**config.mk**
```make
export PLATFORM = sky130hd
export DESIGN_NAME = gray_decoder
export DESIGN_NICKNAME = d
export VERILOG_FILES = /design/src/rtl/gray_pkg.sv /design/src/rtl/gray2bin.sv /design/src/rtl/gray_decoder.sv
export SDC_FILE = /design/constraint.sdc
export NUM_CORES = 1
export LEC_CHECK = 0
export ABC_AREA = 1
export CORE_MARGIN = 4
export CORE_UTILIZATION = 50
export CTS_CLUSTER_DIAMETER = 80
export DETAILED_ROUTE_END_ITERATION = 8
export PLACE_DENSITY = 0.78
export SLEW_MARGIN = 0
export SYNTH_ARGS = -nofsm -noshare
export SYNTH_HDL_FRONTEND = slang
export SYNTH_SLANG_ARGS = --single-unit
```
**constraint.sdc**
```tcl
create_clock -name clk_i -period 3.3 [get_ports clk_i]
set_clock_uncertainty 0.05 [all_clocks]
set_input_delay 0.825 -clock clk_i [delete_from_list [all_inputs] [get_ports clk_i]]
set_output_delay 0.825 -clock clk_i [all_outputs]
set_load 0.01 [all_outputs]
```
**src/rtl/gray_pkg.sv**
```systemverilog
// Shared types and default sizing for the Gray-code decoder slice.
package gray_pkg;

  localparam int GRAY_WIDTH_DEF = 3;
  localparam int CNT_W_DEF      = 8;

  typedef enum logic [1:0] {
    IDLE  = 2'd0,
    TRACK = 2'd1,
    FAULT = 2'd2
  } state_e;

endpackage

```
**src/rtl/gray2bin.sv**
```systemverilog
// Combinational Gray-to-binary converter: each binary bit is the XOR of
// all Gray bits at and above its position.
module gray2bin #(
  parameter int WIDTH = 3
) (
  input  logic [WIDTH-1:0] gray_i,
  output logic [WIDTH-1:0] bin_o
);

  for (genvar i = 0; i < WIDTH; i++) begin : g_bit
    assign bin_o[i] = ^gray_i[WIDTH-1:i];
  end

endmodule

```
**src/rtl/gray_decoder.sv**
```systemverilog
// Decodes a Gray-coded count, checks that consecutive samples follow a legal
// counter sequence, and reports wraps and sequence errors with saturating tallies.
module gray_decoder
  import gray_pkg::*;
#(
  parameter int WIDTH = GRAY_WIDTH_DEF,
  parameter int CNT_W = CNT_W_DEF
) (
  input  logic             clk_i,
  input  logic             rst_ni,
  input  logic             in_valid_i,
  input  logic [WIDTH-1:0] gray_i,
  output logic [WIDTH-1:0] binary_o,
  output logic             out_valid_o,
  output logic             wrap_o,
  output logic             error_o,
  output logic             locked_o,
  output logic [CNT_W-1:0] wrap_count_o,
  output logic [CNT_W-1:0] err_count_o
);

  localparam logic [WIDTH-1:0] CODE_MAX = '1;
  localparam logic [CNT_W-1:0] CNT_MAX  = '1;

  state_e           state_q;
  logic [WIDTH-1:0] prev_q;
  logic [WIDTH-1:0] binary_q;
  logic             out_valid_q;
  logic             wrap_q;
  logic             error_q;
  logic [CNT_W-1:0] wrap_cnt_q;
  logic [CNT_W-1:0] err_cnt_q;

  logic [WIDTH-1:0] decode;
  logic [WIDTH-1:0] prev_inc;
  logic             step_hold;
  logic             step_inc;
  logic             step_wrap;
  logic [CNT_W-1:0] wrap_cnt_d;
  logic [CNT_W-1:0] err_cnt_d;

  gray2bin #(
    .WIDTH(WIDTH)
  ) u_gray2bin (
    .gray_i(gray_i),
    .bin_o (decode)
  );

  assign prev_inc = prev_q + WIDTH'(1);

  // NOTE: every signal gets a default at the top of always_comb so no path
  // leaves it unassigned, which would otherwise infer a latch.
  always_comb begin
    step_hold  = 1'b0;
    step_inc   = 1'b0;
    step_wrap  = 1'b0;
    wrap_cnt_d = wrap_cnt_q;
    err_cnt_d  = err_cnt_q;

    if (decode == prev_q) begin
      step_hold = 1'b1;
    end else if (decode == prev_inc) begin
      step_inc  = 1'b1;
      step_wrap = (prev_q == CODE_MAX);
    end

    if (wrap_cnt_q != CNT_MAX) begin
      wrap_cnt_d = wrap_cnt_q + CNT_W'(1);
    end
    if (err_cnt_q != CNT_MAX) begin
      err_cnt_d = err_cnt_q + CNT_W'(1);
    end
  end

  // NOTE: sequential state uses non-blocking assignments so every flop
  // samples pre-edge values regardless of statement order.
  always_ff @(posedge clk_i or negedge rst_ni) begin
    if (!rst_ni) begin
      state_q     <= IDLE;
      prev_q      <= '0;
      binary_q    <= '0;
      out_valid_q <= 1'b0;
      wrap_q      <= 1'b0;
      error_q     <= 1'b0;
      wrap_cnt_q  <= '0;
      err_cnt_q   <= '0;
    end else begin
      out_valid_q <= in_valid_i;
      wrap_q      <= 1'b0;
      error_q     <= 1'b0;

      if (in_valid_i) begin
        binary_q <= decode;
        prev_q   <= decode;

        case (state_q)
          // Without a trusted reference, the first sample simply relocks.
          IDLE, FAULT: begin
            state_q <= TRACK;
          end
          TRACK: begin
            if (step_hold || step_inc) begin
              if (step_wrap) begin
                wrap_q     <= 1'b1;
                wrap_cnt_q <= wrap_cnt_d;
              end
            end else begin
              error_q   <= 1'b1;
              err_cnt_q <= err_cnt_d;
              state_q   <= FAULT;
            end
          end
          default: begin
            state_q <= IDLE;
          end
        endcase
      end
    end
  end

  assign binary_o     = binary_q;
  assign out_valid_o  = out_valid_q;
  assign wrap_o       = wrap_q;
  assign error_o      = error_q;
  assign locked_o     = (state_q == TRACK);
  assign wrap_count_o = wrap_cnt_q;
  assign err_count_o  = err_cnt_q;

endmodule

```
; Word level (Yosys, flattened, before mapping)
; Index checks and enable logic that the tools add are counted.
[word_totals]
regBits = 24
input_bits = 6
out_inout_bits = 23
elab_cells = 41
[op_classes]
addsub = 3
eq_ne = 8
n_mux = 14
bitwise_logic = 1
reduce_logical = 8
[ops]
columns = op, count
row1 = "adder 8 x 1 -> 8 bit, second input constant", 2
row2 = "!= test 8 bit, second input constant", 2
row3 = 2-to-1 mux 1 bit, 12
row4 = == test 3 bit, 2
row5 = AND reduction 5 bit, 1
row6 = one-hot mux 2 bit (2 select lines), 1
row7 = AND reduction 4 bit, 1
row8 = "adder 3 x 1 -> 3 bit, second input constant", 1
row9 = "== test 3 bit, second input constant", 1
row10 = parity 3 bit, 1
row11 = "== test 2 x 1 -> 1 bit, second input constant", 1
row12 = "== test 2 bit, second input constant", 1
row13 = zero test 2 bit, 1
row14 = 2-to-1 mux 2 bit, 1
row15 = "!= test 2 bit, second input constant", 1
row16 = AND reduction 2 bit, 1
row17 = OR reduction 2 bit, 1
row18 = parity 2 bit, 1
row19 = logical OR 1 bit, 1
row20 = NOT 1 bit, 1

; Logic depth before layout (Yosys ltp)
[depth]
depth_word = 8
mapped_depth = 12
ltp_nobuf = 10

; By module
; Synthesis repeated with hierarchy kept, for this count alone.
[unflattened]
cells_unflattened = 179
area_unflattened_um2 = 1377.6
[modules_own_cells]
columns = mod, n_inst, cells_each, area_each_um2, seq_area_each_um2
row1 = gray_decoder, 1, 167, 1326.3, 600.6
row2 = gray2bin, 1, 12, 51.3, 0.0

; Worst setup path before layout
; No wires, ideal clock.
[synth_timing]
kind = input port to flip-flop
from = in gray_i[2]
to = reg wrap_cnt_q[5], in the netlist wrap_count_o[5]
setup_time_ns = 0.122
arrival_time_ns = 1.784
required_ns = 3.128
path_slack_ns = 1.344
path_stages = 12
path_buffers = 2
path_cell_list = buf_6 -> inv_4 -> nand2_1 -> nand3_2 -> nand2_2 -> nor2_4 -> nand3_4 -> inv_4 -> nand3_4 -> buf_6 -> nand2_2 -> o21ai_2
[synth_between]
elab_chain_len = 6
elab_cells_between_ends = 11
cone_classes = eq/ne (2) / mux (5) / reduce/logical (4)
[synth_lines]
columns = element, line
row1 = start: declaration, gray_decoder.sv:12  ; input logic [WIDTH-1:0] gray_i,
row2 = parity 3 bit / parity 2 bit (equally long branches), gray2bin.sv:11  ; assign bin_o[i] = ^gray_i[WIDTH-1:i];
row3 = == test 3 bit, gray_decoder.sv:62  ; end else if (decode == prev_inc) begin
row4 = 2-to-1 mux 1 bit, gray_decoder.sv:62
row5 = 2-to-1 mux 1 bit, gray_decoder.sv:60  ; if (decode == prev_q) begin
row6 = logical OR 1 bit, gray_decoder.sv:102  ; if (step_hold || step_inc) begin
row7 = AND reduction 5 bit (no line) *, --
row8 = end signal: assignment, gray_decoder.sv:105  ; wrap_cnt_q <= wrap_cnt_d;
row9 = end: declaration, gray_decoder.sv:31  ; logic [CNT_W-1:0] wrap_cnt_q;
; Mark *: on every way between the ends. The rest lies on a longest branch, timed or not.
; A chain may end at the register's enable or synchronous reset.

; Worst setup path after layout
[layout_timing]
from = in gray_i[2]
to = reg wrap_cnt_q[7], in the netlist wrap_count_o[7]
; Same word-level chain as after synthesis.

==> key figures <==
GRT
  – Largest net degree at the start of global routing: 25
  – Grt ovf: 0
  – Antenna violations before repair: 0
  – GRT Overall Usage: 17.5%
  – First-pass GRT wire length: 4990 µm
  – Vias in the first global route: 1183

Synth
  – Commonest cells in the synthesized netlist: nand2_1 (42), dfrtp_1 (24), nand3_1 (21), inv_1 (14), xnor2_1 (9)
  – Prevailing post-synth register cell: dfrtp_1
  – Post-synthesis cell type count: 22
  – Top-count cell post-synth: nand2_1
  – Mean Syn Cell Area: 8.66 µm²
  – Number of warning messages in the yosys log: 0
  – Seq cells post-synth: 24
  – Cell taking the most area after synthesis: dfrtp_1
  – Number of synthesized flops with an enable pin: 0
  – Post-synthesis instance total: 167
  – Syn nets: 177
  – Async SR Flop Fraction: 100%
  – Synth area leaders: dfrtp_1 (42%), nand2_1 (11%), nand3_1 (7.3%), xnor2_1 (5.4%), o21ai_2 (4.2%)
  – Top cell type's share of synthesized area: 41.5%
  – Syn Std Cell Area: 1450 µm²
  – Seq/Total Area, Yosys: 41.5%

Worst setup path
  – Nature of the critical path startpoint: primary input
  – Crit path arrival time: 2.49 ns
  – Critical Path RT: 3.48 ns
  – CP Launch Point: gray_i[2]
  – Worst setup EP type: flip-flop
  – Maximum fanout along the worst path: 15
  – Crit Reg-Reg Startpoint: binary_o[0]
  – R2r endpoint: wrap_count_o[7]
  – R2r setup slk: 1.27 ns
  – Critical path class: primary input to flip-flop
  – FF-to-FF path depth: 9
  – End of the critical path: wrap_count_o[7]

Layout
  – Layout Nets: 209
  – N_diodes: 0
  – P&R area growth vs syn: 24.7%
  – Fillcell total: 230
  – Share of cells above drive strength 1: 18.2%
  – Final Non-Filler Cells: 229

Detailed routing
  – WL/cell: 12.9 µm
  – Vias per inst: 5.23
  – First-iteration detailed-routing DRC count: 62
  – Final ANT Viol Nets: 0
  – Residual DRC: 0
  – Vias: 1197
  – Drt pass-1 iters: 4
  – Final wirelength: 2960 µm

STA
  – Slew HR: 74.5%
  – Unrepaired setup endpoints after global routing: false
  – Slack of the critical path: 0.988 ns
  – # setup viols final: 0
  – Setup TNS Final: 0 ns
  – Final hold violation count: 0
  – Worst slew pin tran: 0.381 ns
  – Time the worst path needs with I/O delays and setup: 2.31 ns
  – Final period util: 70.1%
  – Final Max Slew Viols: 0
  – Max frequency: 432 MHz

Clocking
  – # clock sinks: 24
  – # hold bufs at CTS: 0
  – CTS max path bufs: 2
  – Root buf cell: clkbuf_4
  – Worst-Skew Late Latency: 0.32 ns
  – Number of CTS-inserted buffers: 3
  – Post-CTS setup buffer count: 0
  – Post-cts sizing count: 0
  – TritonCTS clock tree: built
  – Clock transition at the registers of the reported paths: 0.13 ns
  – H-tree depth: 1

Pwr
  – Power share of the sequential group: 42.8%
  – VDD IR-drop max: 0.383 mV
  – Psw: 0.000306 W
  – Switching Share: 33.9%
  – Internal power: 0.000597 W
  – Comb power frac: 33.3%
  – Clock power share: 23.9%
  – PwrDens: 501 nW/µm²
  – Leak pwr: 0.821 nW

Run status
  – Status: completed

Place
  – Placer Congestion: 0.788
  – Port Buffer Count: 28
  – DP HPWL: 2190 µm
  – Cell total after placement: 225
  – Place WS: 0.634 ns

Floorplanning
  – DIE HEIGHT: 61.8 µm
  – Die W: 61.8 µm
  – Core ar.: 2760 µm²
  – IO Pins: 29
  – Die area: 3820 µm²
  – Initial Utilization: 52.5%
  – Row count: 19

Flow run
  – MaxCap Viol Count: 0

Min path
  – Worst hold stages: 2
  – Worst hold start: err_count_o[1]
  – Hold crit path type: flip-flop to flip-flop
-- flip-flops by register name, summed over array words and instances (netlist names) --
signal and flops:
binary_o 3, wrap_count_o 8, wrap_o 1, state_q 2
error_o 1, err_count_o 8, out_valid_o 1
-- cell families after synthesis --
family	Yosys count	share of synthesized area (%)
xor gates and xnor gates	14	8.48
DFF	24	41.5
adders and majority gates	4	3.46
AOI/OAI and AO/OA	12	5.97
and+or+nand+nor	92	33.7
buffers and inverters	21	6.83
-- layout by cell type, fill, tap and decap left out, types with 3 or more instances in the layout --
master,count
clkbuf_4,3
clkdlybuf4s50_1,28
dfrtp_1,24
ha_1,4
inv_1,14
inv_2,3
nand2_1,42
nand2_2,6
nand3_1,21
nand3_2,5
nor2_1,7
nor2_4,3
o21ai_0,4
o21ai_2,7
xnor2_1,9
xor2_1,5
-- routing by layer --
| layer | global-route usage, % | share of wire [%] | vias to the layer above |
|---|---|---|---|
| li1 | - | - | 599 |
| met1 | 21.8 | 44 | 562 |
| met2 | 30.3 | 50 | 31 |
| met3 | 3.51 | 4.8 | 5 |
| met4 | 5.45 | 1.2 | 0 |
| met5 | 0 | 0 | - |
-- worst min-delay path by stage --
| stage | to | slack, ns |
|---|---|---|
| 2_1_floorplan | state_q[1] | 0.46 |
| 3_3_place_gp | err_count_o[1] | 0.47 |
| 3_5_place_dp | err_count_o[1] | 0.48 |
| 4_1_cts | err_count_o[1] | 0.51 |
| 5_1_grt | err_count_o[1] | 0.54 |
| 6_report | err_count_o[1] | 0.51 |
-- power groups by stage --
stage	clock network [W]	logic (W)	registers, W
3_5_place_dp	0	0.000300	0.000391
2_1_floorplan	0	0.000164	0.000399
6_report	0.000216	0.000301	0.000387
5_1_grt	0.000233	0.000333	0.000392
4_1_cts	0.000222	0.000304	0.000385
3_3_place_gp	0	0.000289	0.000389
-- final cells by class --
class                      count  area, µm²  share of cell area (%)
multi-input combinational    122        747                    41.4
sequential                    24        601                    33.3
timing repair buffer          29        288                    16.0
inverter                      19       76.3                    4.23
tap                           31       38.8                    2.15
clock inverter                 1       30.0                    1.67
clock buffer                   3       22.5                    1.25
-- worst max-delay path: stages --
cell and delay, ns:
clkdlybuf4s50_1 0.66, nand2_1 0.17, nand3_2 0.11, nand2_2 0.07
nor2_4 0.09, nand3_4 0.10, inv_4 0.08, nand3_4 0.18
nand2_1 0.14, o21ai_2 0.06
-- through the flow --
| stage | total power [W] | utilization (%) | hold slack, ns | area, µm² |
|---|---|---|---|---|
| final | 0.000904 | 65.4 | 0.513 | 1800 |
| after global routing | 0.000958 | 65.4 | 0.541 | 1800 |
| after global placement | 0.000677 | 63.5 | 0.470 | 1750 |
| after CTS | 0.000911 | 65.4 | 0.514 | 1800 |
| after floorplan | 0.000563 | - | 0.462 | 1450 |
| after detailed placement | 0.000690 | 63.5 | 0.476 | 1750 |
Power figures use the tool's default switching activity.
